`src/rtl/div_ctrl.sv`:
```
// div_ctrl: sequences a multi-cycle external divider for DIV/DIVU/REM/REMU.
// Launches the divide, holds the pipeline, and produces one writeback pulse
// when the divider reports ready.
// Optional build macro DIV_TIMEOUT_EN adds a 48-cycle ISSUE watchdog that
// aborts a hung divide and pulses err_o. Without the macro, err_o is tied to 0.
module div_ctrl (
    input  logic        clk,
    input  logic        rstn,
    input  logic        inst_valid_i,
    input  logic [2:0]  op_i,
    input  logic [31:0] rs1_data_i,
    input  logic [31:0] rs2_data_i,
    input  logic [4:0]  rd_addr_i,
    input  logic        flush_i,
    output logic        div_start_o,
    output logic [31:0] div_dividend_o,
    output logic [31:0] div_divisor_o,
    output logic [2:0]  div_op_o,
    output logic [4:0]  div_reg_waddr_o,
    input  logic [31:0] div_result_i,
    input  logic        div_ready_i,
    input  logic        div_busy_i,
    output logic        stall_o,
    output logic        reg_we_o,
    output logic [4:0]  reg_waddr_o,
    output logic [31:0] reg_wdata_o,
    output logic        err_o
);

    typedef enum logic [1:0] {
        IDLE  = 2'd0,
        ISSUE = 2'd1,
        DRAIN = 2'd2
    } state_e;

    state_e      state_q, state_d;
    logic [31:0] dividend_q, dividend_d;
    logic [31:0] divisor_q, divisor_d;
    logic [2:0]  op_q, op_d;
    logic [4:0]  rd_q, rd_d;

    // Unmasked versions of the outputs; masked to zero while rstn is low.
    logic        start_c;
    logic [31:0] dividend_c;
    logic [31:0] divisor_c;
    logic [2:0]  op_c;
    logic [4:0]  div_waddr_c;
    logic        stall_c;
    logic        we_c;
    logic [4:0]  waddr_c;
    logic [31:0] wdata_c;
    logic        err_c;

    logic        timeout;

`ifdef DIV_TIMEOUT_EN
    localparam logic [5:0] TMO_LIMIT = 6'd48;

    logic [5:0] tmo_cnt_q, tmo_cnt_d;

    assign timeout = (state_q == ISSUE) && (tmo_cnt_q == TMO_LIMIT);

    // Watchdog counter: cleared on ISSUE entry, counts ISSUE cycles without ready.
    always_ff @(posedge clk or negedge rstn) begin
        if (!rstn) begin
            tmo_cnt_q <= 6'd0;
        end else begin
            tmo_cnt_q <= tmo_cnt_d;
        end
    end
`else
    assign timeout = 1'b0;
`endif

    // Next-state and output decode. Everything toward the divider and the
    // register file is combinational so start drops in the ready cycle itself.
    always_comb begin
        state_d     = state_q;
        dividend_d  = dividend_q;
        divisor_d   = divisor_q;
        op_d        = op_q;
        rd_d        = rd_q;
        start_c     = 1'b0;
        dividend_c  = 32'd0;
        divisor_c   = 32'd0;
        op_c        = 3'd0;
        div_waddr_c = 5'd0;
        stall_c     = 1'b0;
        we_c        = 1'b0;
        waddr_c     = 5'd0;
        wdata_c     = 32'd0;
        err_c       = 1'b0;
`ifdef DIV_TIMEOUT_EN
        tmo_cnt_d   = tmo_cnt_q;
`endif

        unique case (state_q)
            IDLE: begin
                if (inst_valid_i && !flush_i) begin
                    stall_c = 1'b1;
                    if (!div_busy_i) begin
                        // Launch straight from the inputs and remember them.
                        start_c     = 1'b1;
                        dividend_c  = rs1_data_i;
                        divisor_c   = rs2_data_i;
                        op_c        = op_i;
                        div_waddr_c = rd_addr_i;
                        dividend_d  = rs1_data_i;
                        divisor_d   = rs2_data_i;
                        op_d        = op_i;
                        rd_d        = rd_addr_i;
                        state_d     = ISSUE;
`ifdef DIV_TIMEOUT_EN
                        tmo_cnt_d   = 6'd0;
`endif
                    end else begin
                        // Divider still owned by an earlier (aborted) operation.
                        state_d = DRAIN;
                    end
                end
            end

            ISSUE: begin
                dividend_c  = dividend_q;
                divisor_c   = divisor_q;
                op_c        = op_q;
                div_waddr_c = rd_q;
                if (flush_i) begin
                    state_d = IDLE;
                end else if (timeout) begin
                    err_c   = 1'b1;
                    state_d = IDLE;
                end else if (div_ready_i) begin
                    // x0 is never written; address/data stay 0 without a write.
                    if (rd_q != 5'd0) begin
                        we_c    = 1'b1;
                        waddr_c = rd_q;
                        wdata_c = div_result_i;
                    end
                    state_d = IDLE;
                end else begin
                    start_c = 1'b1;
                    stall_c = 1'b1;
`ifdef DIV_TIMEOUT_EN
                    tmo_cnt_d = tmo_cnt_q + 6'd1;
`endif
                end
            end

            DRAIN: begin
                if (flush_i) begin
                    state_d = IDLE;
                end else begin
                    stall_c = 1'b1;
                    if (!div_busy_i) begin
                        state_d = IDLE;
                    end
                end
            end

            default: begin
                state_d = IDLE;
            end
        endcase
    end

    // State and captured-operand registers.
    always_ff @(posedge clk or negedge rstn) begin
        if (!rstn) begin
            state_q    <= IDLE;
            dividend_q <= 32'd0;
            divisor_q  <= 32'd0;
            op_q       <= 3'd0;
            rd_q       <= 5'd0;
        end else begin
            state_q    <= state_d;
            dividend_q <= dividend_d;
            divisor_q  <= divisor_d;
            op_q       <= op_d;
            rd_q       <= rd_d;
        end
    end

    // While reset is asserted every output is forced low, including the
    // combinational paths from the instruction inputs.
    assign div_start_o     = rstn & start_c;
    assign div_dividend_o  = {32{rstn}} & dividend_c;
    assign div_divisor_o   = {32{rstn}} & divisor_c;
    assign div_op_o        = {3{rstn}} & op_c;
    assign div_reg_waddr_o = {5{rstn}} & div_waddr_c;
    assign stall_o         = rstn & stall_c;
    assign reg_we_o        = rstn & we_c;
    assign reg_waddr_o     = {5{rstn}} & waddr_c;
    assign reg_wdata_o     = {32{rstn}} & wdata_c;
    assign err_o           = rstn & err_c;

endmodule

```
`config.mk`:
```
export PLATFORM = sky130hd
export DESIGN_NAME = div_ctrl
export DESIGN_NICKNAME = d
export VERILOG_FILES = /design/src/rtl/div_ctrl.sv
export SDC_FILE = /design/constraint.sdc
export NUM_CORES = 1
export LEC_CHECK = 0
export BUFFER_PORTS_ARGS = -buffer_cell sky130_fd_sc_hd__buf_2
export CAP_MARGIN = 0
export CORE_MARGIN = 4
export CORE_UTILIZATION = 46
export CTS_BUF_LIST = sky130_fd_sc_hd__clkbuf_8
export DETAILED_ROUTE_END_ITERATION = 8
export PLACE_DENSITY = 0.83
export SYNTH_ARGS = -nofsm -noshare
export SYNTH_HDL_FRONTEND = slang
export SYNTH_SLANG_ARGS = --single-unit
export TNS_END_PERCENT = 30
```
`constraint.sdc`:
```
create_clock -name clk -period 2.4 [get_ports clk]
set_input_delay 0.48 -clock clk [delete_from_list [all_inputs] [get_ports clk]]
set_output_delay 0.48 -clock clk [all_outputs]
set_load 0.005 [all_outputs]
```
Yosys cells after proc, flatten, opt, wreduce, memory -nomap -nowiden. Index checks and enable logic that the tools add are counted.

Word-level logic and storage cells: 65. Register bits after elaboration: 74.

Bitwise gates (word level): 10. Reduce and logical (&&, ||, !) cells: 6. Muxes and demuxes: 39. Equality and inequality tests: 5.

Operators by type and width (number): 32-bit two-way mux (8); 32-bit one-hot mux with 2 select lines (2); 32-bit bitwise AND (3); 5-bit two-way mux (6); 2-bit two-way mux (6); 5-bit bitwise AND (2); 1-bit two-way mux (10); 5-bit one-hot mux with 2 select lines (1); 3-bit two-way mux (2); 3-bit != test, second input constant (2); 2-bit one-hot mux with 3 select lines (1); 3-bit one-hot mux with 2 select lines (1); 3-bit AND reduction (2); 5-bit nonzero test (1); 1-bit bitwise AND (3); 3-bit bitwise AND (1); 1-bit one-hot mux with 3 select lines (1); 2-bit by 1-bit equality test with 1-bit output, second input constant (1); 2-bit equality test, second input constant (1); 2-bit zero test (1); 2-bit != test, second input constant (1); 1-bit one-hot mux with 2 select lines (1); 1-bit logical AND (1); 1-bit zero test (1); 1-bit inverter (1).

Logic depth before layout (Yosys ltp).
Depth in word-level cells: 6. Mapped depth: 5.

Worst setup path before layout. Ideal clock, no wire load.

Path kind: input -> output. From: input port div_busy_i. To: output port div_dividend_o[0]. Path slack: 0.247 ns. Arrival: 1.673 ns. Stages: 4. Path through: or3b_4 > nor4_4 > buf_6 > a22o_1.

Cells in the longest elaborated chain, start to end: 4.

RTL lines: from (decl) (RTL line 22) `input logic div_busy_i,`; 32-bit two-way mux (RTL line 101) `if (!div_busy_i) begin`; 32-bit two-way mux (RTL line 99) `if (inst_valid_i && !flush_i) begin`; 32-bit one-hot mux with 2 select lines (RTL line 97) `unique case (state_q)`; 32-bit bitwise AND (RTL line 187) `assign div_dividend_o = {32{rstn}} & dividend_c;`; to (decl) (RTL line 16) `output logic [31:0] div_dividend_o,`.

No other way between the ends.

Worst setup path after layout.
From: register state_q[1]. To: output port div_divisor_o[22].

Cells in the longest elaborated chain, start to end: 3.

RTL lines: from (decl) (RTL line 36) `state_e state_q, state_d;`; from (signal assigned) (RTL line 176) `state_q <= state_d;`; 2-bit by 1-bit equality test with 1-bit output / 2-bit zero test (equally long branches) (RTL line 97); 32-bit one-hot mux with 2 select lines * (RTL line 97); 32-bit bitwise AND * (RTL line 188) `assign div_divisor_o = {32{rstn}} & divisor_c;`; to (decl) (RTL line 17) `output logic [31:0] div_divisor_o,`.

Every way passes the cells marked *; elsewhere a longest branch is shown, timed or not.

==> flow_summary.ini <==
[route]
vias = 3389
routed_via_density = 5.379
detailedRoute.firstPassIterationCount = 4
final_antenna_net_count = 0
wl_mm = 10.48
route.detailed.drc = 0
drt_wl_cell_um = 16.64
detailedRoute.firstIterationViolations = 76

[floorplan]
pin_count = 223
design.core.area_sq_um = 8217
standard_cell_row_count = 33
initial_utilization_pct = 47.10
die_width_um = 99.72
die_height_um = 99.72
fp.dieArea_sq_um = 9944

[grt]
grt_pass1_wl_mm = 16.52
grt_start_max_net_pins = 73
antenna_found_initial = 0
global_route.overflow_total = 0
grt_pass1_vias = 3471
combined_global_route_utilization_of_all_metal_layers_pct = 20.83

[finish]
layout.core_utilization_pct = 65.24
post_route_cells_drive_above_1_share_pct = 51.43
area.sequential_sq_um = 1852
fillerInstances = 651
antenna-diode-count = 0
nets = 630
multi_input_comb_area_sq_um = 1891
syn_to_final_growth_pct = 38.51

[power_and_ir_drop]
design_power_total_w = 0.003416
power.static_leakage_nw = 2.865
ir_drop_mv = 0.3509
powerDensity_nw_per_um2 = 637.2

[sta]
max-slew-margin-rel_pct = 50.67
fin_tns_setup_ns = -3.850
period_share_pct = 104.2
setup_viol_count_final = 75
rsz0062_at_grt = yes
whs_ns = 0.1105
skew_ns = 0.006352
layout_min_cycle_time_ns = 2.501
worst-slew-pin-transition_ns = 0.7399
hold_violations = 0
final-max-slew-violation-count = 0
layout_setup_ws_ns = -0.1007
timing.fmax_ghz = 0.3999

[worst_setup_path]
worst-endpoint-required_ns = 1.92
worst-endpoint-arrival_ns = 2.02
crit_path_start_kind = register
path_class = reg -> out
timing.critical_path.to_type = primary output
crit_path_max_fanout = 38

[synthesis]
syn_area_sq_um = 3870
synth_warnings = 0
yosys-top-cells-count = sky130_fd_sc_hd__dfrtp_1 (74), sky130_fd_sc_hd__a22o_1 (72), sky130_fd_sc_hd__mux2_1 (58), sky130_fd_sc_hd__and2_1 (32)
synth_top_cells_by_area = sky130_fd_sc_hd__dfrtp_1 (48%), sky130_fd_sc_hd__mux2_1 (17%), sky130_fd_sc_hd__a22o_1 (16%), sky130_fd_sc_hd__and2_1 (5.2%), sky130_fd_sc_hd__buf_6 (4.1%)
synth_seq_cells = 74
synth-compound-area-share_pct = 17.17
synthMostInstantiatedCell = sky130_fd_sc_hd__dfrtp_1
synthesized_netlist_cell_count = 301
synth_adder_area_share_pct = 0
async_reset_ff_share_pct = 100.0
synth_seq_area_share_pct = 47.85
synth_area_leader_cell = sky130_fd_sc_hd__dfrtp_1
ys.flop_type = sky130_fd_sc_hd__dfrtp_1
synth.area.mux_share_pct = 20.95
synth_cell_type_count = 24
synth.avg_cell_area_sq_um = 12.86
synth_top_area_share_pct = 47.85
postSynthNetCount = 411
synth_top_family_by_area = multiplexers
edff_count_synth = 0
post_synth_xor_area_fraction_pct = 0
synth_simple_gate_area_share_pct = 8.471

[place]
dp_slack_ns = 0.05825
port_buffer_count = 221
post-dp-hpwl_mm = 7.605
final_weighted_congestion_of_routability_driven_global_placement = 0.8444

[hold_path]
hp-class = in -> async

[run_status]
outcome = finished, violations left
failing_checks = negative setup slack

[job]
max_cap_viol_count = 0

[clock_network]
clk_pin_slew_ns = 0.08
cts_num_sinks = 74
max-clock-path-buffers = 2
ctsHtreeMaxLevel = 3
cts_tree = built
cts_made_buffers = 9
clock_latency_ns = 0.33
cts_root_buffer = sky130_fd_sc_hd__clkbuf_8
state kept, by name, summed over array words and instances, names as in the netlist:
signal,flops
dividend_q,32
divisor_q,32
rd_q,5
op_q,3
state_q,2
cell usage in the layout (no fill, tap or decap), drive strengths merged:
cell type | Yosys | final
o31ai | 1 | 1
nor3 | 1 | 1
or4 | 1 | 1
and2 | 32 | 32
and4bb | 1 | 1
clkinvlp | 0 | 1
inv | 1 | 3
dfrtp | 74 | 74
bufinv | 0 | 3
or3b | 1 | 1
dlygate4sd3 | 0 | 1
clkinv | 0 | 1
and3 | 5 | 5
mux2 | 72 | 72
nor2 | 5 | 5
a211oi | 1 | 1
nand2 | 2 | 2
clkbuf | 10 | 9
o22a | 1 | 1
a22o | 72 | 72
nor4 | 1 | 1
buf | 16 | 230
nand2b | 2 | 2
conb | 1 | 1
o211a | 1 | 4
layer usage:
metal	up-vias	share of wire (%)	GRT usage [%]
met3	20	7.9	4.558
met5	-	0	0
li1	1573	-	-
met1	1635	38	23.57
met4	0	1.9	7.983
met2	161	52	37.97
metrics by stage:
| step | cell area, sq um | instances |
|---|---|---|
| floorplan | 3870 | 301 |
| global placement | 5027 | 609 |
| detailed placement | 5027 | 609 |
| CTS | 5343 | 630 |
| global route | 5360 | 630 |
| finish | 5360 | 630 |
final timing paths:
kind                               start                end  slack, ns  depth (start not counted)
setup / recovery              state_q[1]  div_divisor_o[22]      -0.10                          5
hold / removal                      rstn      divisor_q[25]       0.11                          2
setup reg to reg              state_q[1]     dividend_q[25]       0.61                          4
hold reg to reg            divisor_q[26]      divisor_q[26]       0.50                          1
max in group asynchronous           rstn       divisor_q[0]       1.56                          2
min in group clk                 op_i[0]            op_q[0]       0.37                          2
critical path, cell delays in order, from the launching register on:
cell                      delay, ns
sky130_fd_sc_hd__dfrtp_1       0.42
sky130_fd_sc_hd__or3b_4        0.41
sky130_fd_sc_hd__nor4_4        0.28
sky130_fd_sc_hd__buf_12        0.25
sky130_fd_sc_hd__a22o_1        0.19
sky130_fd_sc_hd__buf_2         0.12
cells by family after synthesis:
logic type	after synthesis
buffers and inverters	27
and+or+nand+nor	51
AOI/OAI and AO/OA	76
other	1
muxes	72
DFF	74
report_power, final:
part           switching, W  total, W  internal [W]
sequential         0.000168   0.00171       0.00154
clock              0.000438   0.00112      0.000682
combinational      0.000251  0.000590      0.000340
timing repair:
action                                  CTS  global route
endpoints found under the setup margin  105           104
hold buffers                              1             0
buffers inserted                          1             0
cloned                                    3             0
resized for setup                         6             4
pin swaps                                55            25
hold endpoints to repair                  1             0
layout make-up:
class	instances	share of cell area, %
Clock buffer	9	2.311
Clock inverter	7	2.054
Inverter	1	0.07003
Multi-Input combinational cell	203	35.27
Sequential cell	74	34.55
Tap cell	105	2.451
Timing Repair Buffer	231	23.30
(Power assumes the default switching activity.)
